`src/rtl/uart_pkg.sv`:
```
// Shared UART constants and receiver state encoding, used by both the
// transmitter and the receiver.
package uart_pkg;

  localparam int CLK_FREQ    = 32'd20_250_000;
  localparam int BAUD_RATE   = 32'd115_200;
  localparam int PULSE_WIDTH = CLK_FREQ / BAUD_RATE;
  localparam int HALF        = PULSE_WIDTH / 32'd2;

  typedef enum logic [1:0] {
    IDLE  = 2'd0,
    START = 2'd1,
    DATA  = 2'd2,
    STOP  = 2'd3
  } state_t;

endpackage

```
`src/rtl/sync_2ff.sv`:
```
// Two-flop synchroniser for a single asynchronous input bit, with a
// configurable reset value.
module sync_2ff #(
  parameter logic RST_VAL = 1'b1
) (
  input  logic clk,
  input  logic rst,
  input  logic d,
  output logic q
);

  logic meta_r;
  logic q_r;

  // Metastability filter: two back-to-back flops.
  always_ff @(posedge clk or negedge rst) begin
    if (!rst) begin
      meta_r <= RST_VAL;
      q_r    <= RST_VAL;
    end else begin
      meta_r <= d;
      q_r    <= meta_r;
    end
  end

  assign q = q_r;

endmodule

```
`src/rtl/uart_rx.sv`:
```
// 8N1 UART receiver: mid-bit sampling, stop-bit check, valid/ready byte
// output with framing and overrun pulses.
module uart_rx
  import uart_pkg::*;
#(
  parameter int CLK_FREQ  = uart_pkg::CLK_FREQ,
  parameter int BAUD_RATE = uart_pkg::BAUD_RATE
) (
  input  logic       clk,
  input  logic       rst,
  input  logic       RX,
  output logic [7:0] data_o,
  output logic       data_valid_o,
  input  logic       data_ready_i,
  output logic       framing_err_o,
  output logic       overrun_o,
  output logic       busy_o
);

  localparam int BIT_CYCLES  = CLK_FREQ / BAUD_RATE;
  localparam int HALF_CYCLES = BIT_CYCLES / 32'd2;
  localparam int CNT_W       = $clog2(BIT_CYCLES);
  localparam logic [CNT_W-1:0] BIT_LAST  = CNT_W'(BIT_CYCLES - 32'd1);
  localparam logic [CNT_W-1:0] HALF_LAST = CNT_W'(HALF_CYCLES - 32'd1);
  localparam logic [CNT_W-1:0] CNT_ONE   = CNT_W'(32'd1);

  state_t           state_r, state_s;
  logic [CNT_W-1:0] clk_count_r, clk_count_s;
  logic [2:0]       bit_count_r, bit_count_s;
  logic [7:0]       shift_r, shift_s;
  logic             rx_s;
  logic             rx_prev_r;
  logic             stop_hit_s;
  logic             load_s, overrun_s, framing_s, accept_s;
  logic [7:0]       data_r;
  logic             valid_r, ferr_r, ovr_r, busy_r;

  sync_2ff #(.RST_VAL(1'b1)) u_sync (
    .clk (clk),
    .rst (rst),
    .d   (RX),
    .q   (rx_s)
  );

  // Next-state, bit timing and shift-register update.
  always_comb begin
    state_s     = state_r;
    clk_count_s = clk_count_r;
    bit_count_s = bit_count_r;
    shift_s     = shift_r;
    stop_hit_s  = 1'b0;
    case (state_r)
      IDLE: begin
        if (rx_prev_r && !rx_s) begin
          state_s     = START;
          clk_count_s = '0;
        end else begin
          state_s = IDLE;
        end
      end
      START: begin
        if (clk_count_r == HALF_LAST) begin
          clk_count_s = '0;
          if (!rx_s) begin
            state_s     = DATA;
            bit_count_s = 3'd0;
          end else begin
            state_s = IDLE;
          end
        end else begin
          clk_count_s = clk_count_r + CNT_ONE;
        end
      end
      DATA: begin
        if (clk_count_r == BIT_LAST) begin
          clk_count_s          = '0;
          shift_s[bit_count_r] = rx_s;
          bit_count_s          = bit_count_r + 3'd1;
          if (bit_count_r == 3'd7) begin
            state_s = STOP;
          end else begin
            state_s = DATA;
          end
        end else begin
          clk_count_s = clk_count_r + CNT_ONE;
        end
      end
      STOP: begin
        if (clk_count_r == BIT_LAST) begin
          clk_count_s = '0;
          stop_hit_s  = 1'b1;
          state_s     = IDLE;
        end else begin
          clk_count_s = clk_count_r + CNT_ONE;
        end
      end
      default: begin
        state_s     = IDLE;
        clk_count_s = '0;
      end
    endcase
  end

  // A byte may load when the output slot is empty or being drained this cycle.
  assign accept_s  = valid_r & data_ready_i;
  assign load_s    = stop_hit_s & rx_s & (~valid_r | data_ready_i);
  assign overrun_s = stop_hit_s & rx_s & valid_r & ~data_ready_i;
  assign framing_s = stop_hit_s & ~rx_s;

  // State, counters and registered outputs.
  always_ff @(posedge clk or negedge rst) begin
    if (!rst) begin
      state_r     <= IDLE;
      clk_count_r <= '0;
      bit_count_r <= 3'd0;
      shift_r     <= 8'h00;
      rx_prev_r   <= 1'b1;
      data_r      <= 8'h00;
      valid_r     <= 1'b0;
      ferr_r      <= 1'b0;
      ovr_r       <= 1'b0;
      busy_r      <= 1'b0;
    end else begin
      state_r     <= state_s;
      clk_count_r <= clk_count_s;
      bit_count_r <= bit_count_s;
      shift_r     <= shift_s;
      rx_prev_r   <= rx_s;
      ferr_r      <= framing_s;
      ovr_r       <= overrun_s;
      busy_r      <= (state_s != IDLE);
      if (load_s) begin
        data_r  <= shift_r;
        valid_r <= 1'b1;
      end else if (accept_s) begin
        valid_r <= 1'b0;
      end
    end
  end

  assign data_o        = data_r;
  assign data_valid_o  = valid_r;
  assign framing_err_o = ferr_r;
  assign overrun_o     = ovr_r;
  assign busy_o        = busy_r;

endmodule
```
`config.mk`:
```
export PLATFORM = sky130hd
export DESIGN_NAME = uart_rx
export DESIGN_NICKNAME = d
export VERILOG_FILES = /design/src/rtl/uart_pkg.sv /design/src/rtl/sync_2ff.sv /design/src/rtl/uart_rx.sv
export SDC_FILE = /design/constraint.sdc
export NUM_CORES = 1
export LEC_CHECK = 0
export CORE_MARGIN = 2
export CORE_UTILIZATION = 51
export CTS_BUF_LIST = sky130_fd_sc_hd__clkbuf_16
export CTS_CLUSTER_SIZE = 16
export DETAILED_ROUTE_END_ITERATION = 6
export HOLD_SLACK_MARGIN = 0.03
export PLACE_DENSITY_LB_ADDON = 0.15
export SLEW_MARGIN = 20
export SYNTH_ARGS = -nofsm -noshare
export SYNTH_HDL_FRONTEND = slang
export SYNTH_HIERARCHICAL = 1
export SYNTH_SLANG_ARGS = --single-unit
```
`constraint.sdc`:
```
create_clock -name clk -period 1.9 [get_ports clk]
set_clock_uncertainty 0.05 [all_clocks]
set_input_delay 0.285 -clock clk [delete_from_list [all_inputs] [get_ports clk]]
set_output_delay 0.285 -clock clk [all_outputs]
set_load 0.01 [all_outputs]
```
# Word level (Yosys, flattened, before mapping)
# Cells that the tools add are included.
[op_classes]
n_lt_le_gt_ge = 2
n_bitwise = 10
n_mux = 22
add_sub_neg = 2
reduce_logical = 10
eq_ne = 10
[op_table]
columns = ["op", "count"]
rows = [
  ["two-way mux 8 bit", 3],
  ["case mux 8 bit (3 select lines)", 1],
  ["two-way mux 3 bit", 3],
  ["adder 8 x 1 -> 8 bit (second input constant)", 1],
  ["bitwise mux 8 bit", 1],
  ["equality test 8 x 7 -> 1 bit (second input constant)", 1],
  ["equality test 8 bit (second input constant)", 1],
  ["two-way mux 2 bit", 4],
  ["!= test 2 bit (second input constant)", 4],
  ["case mux 2 bit (4 select lines)", 1],
  ["two-way mux 1 bit", 7],
  ["bitwise AND 1 bit", 6],
  ["case mux 3 bit (2 select lines)", 1],
  ["nonzero test 2 bit", 3],
  ["equality test 2 bit (second input constant)", 2],
  ["less-than comparator 3 x 4 -> 1 bit (second input constant)", 1],
  ["AND reduction 4 bit", 1],
  ["adder 3 x 1 -> 3 bit (second input constant)", 1],
  ["demux 1 bit (select 3 bit)", 1],
  ["equality test 3 bit (second input constant)", 1],
  [">= comparator 3 x 1 -> 1 bit (second input constant)", 1],
  ["inverter 1 bit", 3],
  ["equality test 2 x 1 -> 1 bit (second input constant)", 1],
  ["logical AND 1 bit", 2],
  ["5 further kinds", 5],
]
[totals]
out_inout_bits = 12
inputBits = 4
elab_cells = 68
reg_bits = 36

# Logic depth before layout (Yosys ltp)
[logic_depth]
depth_word = 6
depth_mapped = 6
depth_no_buf = 6

# Hierarchy
# Netlist, hierarchy kept.
[modules_own_cells]
columns = ["module", "area_each_um2", "n_inst", "seq_area_each_um2", "cells_per_inst"]
rows = [
  ["uart_rx", 1686.6, 1, 852.1, 154],
  ["sync_2ff", 52.6, 1, 52.6, 2],
]

# Worst setup path after synthesis
# Ideal clock, no wire load.
[synth_path]
kind = "flip-flop to flip-flop"
startpoint = "register clk_count_r[0]"
endpoint = "register shift_r[2]"
t_arrival_ns = 1.657
stages_incl_launch_ff = 7
setup_ns = 0.128
required_time_ns = 1.722
setup_slack_ns = 0.065
period_less_slack_ns = 1.835
path_buffers = 0
cell_sequence = "dfrtp_1 inv_1 ha_1 and4bb_2 nand4b_4 nor4b_2 mux2_1"
[synth_between]
elab_chain_cells = 2
[synth_rtl]
columns = ["element", "line_no", "text"]
rows = [
  ["from (decl)", "uart_rx.sv:28", "logic [CNT_W-1:0] clk_count_r, clk_count_s;"],
  ["from (signal assigned)", "uart_rx.sv:125", "clk_count_r <= clk_count_s;"],
  ["equality test 8 bit", "uart_rx.sv:75", "if (clk_count_r == BIT_LAST) begin"],
  ["AND reduction 2 bit (no line)", "-", ""],
  ["to (signal assigned)", "uart_rx.sv:127", "shift_r <= shift_s;"],
  ["to (decl)", "uart_rx.sv:30", "logic [7:0] shift_r, shift_s;"],
]
# No other way between the ends.
# A chain may end at the register's enable or synchronous reset.

# Worst setup path after layout
[layout_path]
startpoint = "register clk_count_r[0]"
endpoint = "register shift_r[4]"
# Same word-level chain as after synthesis.

==> implementation parameters <==
Parameter                              Value

Status
  Outcome    completed

Worst setup path
  Required time of the worst setup path    about 2 ns
  Kind of end point of the critical path    flip-flop
  Delay contributed by the slowest stage of the critical path    roughly 0.38 ns
  Capturing element of the worst setup path    shift_r[4]
  Crit Reg-Reg Endpoint    shift_r[4]
  Start-to-end type of the worst setup path    reg -> reg
  Ordered list of cells on the worst path    inv_2 > ha_4 > and4bb_2 > nand4b_4 > nor4b_4 > mux2_4
  Cell with the biggest individual delay on the critical path    dfrtp_1
  Worst reg-to-reg path cell count    6
  Data arrival time of the critical path    approximately 2.0 ns
  Slack of the worst reg-to-reg path    approximately 0.0069 ns
  Startpoint of the worst register-to-register path    clk_count_r[0]
  Crit path launch    clk_count_r[0]
  Peak fanout along the critical path    6
  Critical Path Start Type    flip-flop

Floorplanning
  Die outline area    3890 um2
  Cell Rows    21
  Effective utilization at floorplan    52.5%
  Die Ht    between 60 and 70 um
  I/O pin count    16
  Horizontal extent of the die    approximately 62 um
  Core Region    3310 um2

STA
  Remaining max-slew budget at the tightest pin    a little over two thirds
  Number of failing hold endpoints at the final stage    0
  Final-report setup violation count    0
  Worst Hold Slack    0.307 ns
  Highest clock frequency the design can meet    approximately 530 MHz
  RSZ-0062 raised after global routing    yes
  Worst-Margin Slew    approximately 0.45 ns
  Shortest period the worst path allows    1.89 ns
  Period utilization    between 90% and 100%
  Max-slew violation count    0
  Post-route setup slack    0.00690 ns

Finish
  Final core utilization    68.6%
  Number of nets at the end of the flow    199
  Count of filler cells inserted in the layout    260
  Number of inserted diodes    0
  Area added between synthesis and finish    30.6%
  Fin area    between 2000 and 2500 um2
  Fraction of final layout cells sized beyond drive strength 1    around 30%

Clock network
  Clock Latency Late Sink    0.28 ns
  Clock Sinks    36
  Buffer cell driving the clock tree root    clkbuf_16
  CTS tree    yes
  CTS hold repair buffers    0
  CTS buffer count    5
  Register clock-pin slew on the reported worst setup and hold paths    0.05 ns
  Number of buffers between clock root and the deepest sink    2
  H-tree lvl count    2

Pwr
  Maximum VDD drop    804 uV
  Clock network power share    34.5%
  Internal power of the cells    approximately 1.6 mW
  Static leakage    1.08 nW
  Pwr/cell area    between 900 and 1000 nW/um2
  Seq pwr share    slightly above 40%
  Switching power of the nets    roughly 0.64 mW
  Net switching fraction of the power    28.7%
  Combinational cell fraction of total power    around a quarter

Synthesis
  Xor and xnor area share after synthesis    0%
  Main combinational cell family by area after synthesis    simple AND/OR/NAND/NOR gates
  Post-synthesis sequential element count    36
  Share of synthesized registers carrying an async set or reset    100%
  Synthesized area divided by synthesized cell count    approximately 11 um2
  Yosys warnings    6
  Combined area of all synthesized cells    between 1500 and 2000 um2
  Mux cell area share after synthesis    10.4%
  Count of cell types in the netlist    35
  Commonest register cell after synthesis    dfrtp_1
  Count of flip-flops with a built-in enable after synthesis    0
  Fraction of the mapped netlist area in compound gates    between 10% and 20%
  Mapped Nets    roughly 160
  Synth Area in Simple Gates    around 22%
  Sequential share of the synthesized area    approximately 52%
  Area share of fa/ha/maj cells after synthesis    2.88%
  Number of standard cells after synthesis    156

Global route
  Overflow left after global routing    0
  Pin count of the biggest net entering global routing    37
  Initial antenna violation count    0
  Wire length of the first global-routing pass    between 6 and 7 mm
  Vias in the first global route    1330
  Global-route total usage across every layer    between 20% and 30%

Drt
  Via count normalized by instance count    ~5.7
  DRT iter0 DRCs    between 60 and 70
  Detailed Route WL    3.67 mm
  Routed length per placed instance    about 15 um
  Via count    approximately 1300
  Remaining DRCs    0
  Number of nets still failing antenna checks after routing    0
  Pre-Repair DR Iteration Count    4

Placement
  Detailed Place HPWL    approximately 2.5 mm
  Final weighted congestion in routability-driven placement    about 0.74
  Area of placed instances    a little over 2000 um2
  Number of buffer cells added on primary ports    15
  Worst setup timing slack at the placement stage    a little under 0.01 ns

Min path
  Path category of the worst min-delay check    reg -> reg

Flow run
  # Max-Cap Violations    0
timing repair:
action                                  CTS  global route
gates resized for setup                   0            12
endpoints found under the setup margin    0            15
buffers inserted                          0             2
stage by stage:
step	std cells	TNS [ns]	total power, mW
final	238	0	2.23
after global routing	238	-0.156	2.36
after CTS	236	0	2.20
after detailed placement	228	0	1.43
after global placement	228	0	1.39
after floorplan	156	0	1.19
cells by family after synthesis:
family,after synthesis
adder cells (fa/ha/maj),4
AND/OR/NAND/NOR,63
multiplexers,16
flip-flops,36
AO/OA/AOI/OAI,27
buffers and inverters,10
layout make-up:
cell class,count,area (um2),area share (%)
Multi-Input combinational cell,110,858,37.8
Tap cell,46,57.6,2.53
Inverter,4,15.0,0.661
Timing Repair Buffer,34,297,13.1
Clock buffer,5,125,5.51
Sequential cell,36,905,39.8
Clock inverter,3,15.0,0.661
cell usage in the layout (no fill, tap or decap), types with 3 or more instances in the layout:
| cell | n |
|---|---|
| dfrtp_1 | 33 |
| buf_4 | 18 |
| nand2_1 | 17 |
| clkdlybuf4s50_1 | 15 |
| mux2_2 | 14 |
| nor2_1 | 8 |
| and3_1 | 6 |
| nor3_1 | 5 |
| o21ai_0 | 5 |
| o22ai_1 | 5 |
| clkbuf_16 | 5 |
| inv_1 | 4 |
| nand3_1 | 4 |
| and2_1 | 4 |
| a211o_1 | 4 |
| a21oi_1 | 4 |
| nor2b_1 | 3 |
| ha_1 | 3 |
| dfstp_2 | 3 |
metal layers:
layer	share of wire, %	GRT usage (%)
met1	44	25.3
met2	49	33.6
met3	5.0	6.31
met4	1.9	9.72
met5	0	0
synth_stat cells (2+ instances only):
library cell	instances	area, um2
nor3_1	5	25.0
a211o_1	4	35.0
a21o_1	2	15.0
nand4b_1	2	17.5
and3_1	7	43.8
o21ai_0	5	25.0
o21a_1	2	15.0
a21oi_1	4	20.0
nor4b_2	2	30.0
ha_1	4	50.1
nor4_1	3	18.8
dfstp_2	3	78.8
and4_1	2	17.5
o22ai_1	5	31.3
nor2b_1	3	18.8
mux2_2	15	169
o31ai_1	2	15.0
nand3_1	4	20.0
nand2_1	17	63.8
nor2_1	8	30.0
inv_1	4	15.0
and2_1	4	25.0
dfrtp_1	33	826
clkbuf_1	5	18.8
worst max-delay path: cells and delay by family, from the launching register on:
kind | cells | cell delay (ns)
adder cells (fa/ha/maj) | 1 | 0.13
buffers and inverters | 1 | 0.08
flip-flops | 1 | 0.38
multiplexers | 1 | 0.33
AND/OR/NAND/NOR | 3 | 0.81
registers in the layout, indices dropped and copies added (netlist names):
name           count
framing_err_o      1
u_sync/q           1
overrun_o          1
rx_prev_r          1
shift_r            8
clk_count_r        8
busy_o             1
bit_count_r        3
u_sync/meta_r      1
data_valid_o       1
state_r            2
data_o             8
power groups by stage:
stage	logic [mW]	clock network [mW]	registers [mW]
floorplan	0.250	0	0.940
global placement	0.484	0	0.911
detailed placement	0.516	0	0.914
CTS	0.519	0.782	0.901
global route	0.619	0.818	0.919
finish	0.555	0.770	0.908
worst min-delay path by stage:
stage	start	end	slack, ns	cells after the start
6_report	u_sync/meta_r	u_sync/q	0.31	0
5_1_grt	u_sync/meta_r	u_sync/q	0.31	0
4_1_cts	u_sync/meta_r	u_sync/q	0.31	0
3_5_place_dp	u_sync/meta_r	u_sync/q	0.30	0
3_3_place_gp	u_sync/meta_r	u_sync/q	0.30	0
2_1_floorplan	rst	bit_count_r[0]	-0.06	0
(Power assumes the default switching activity.)
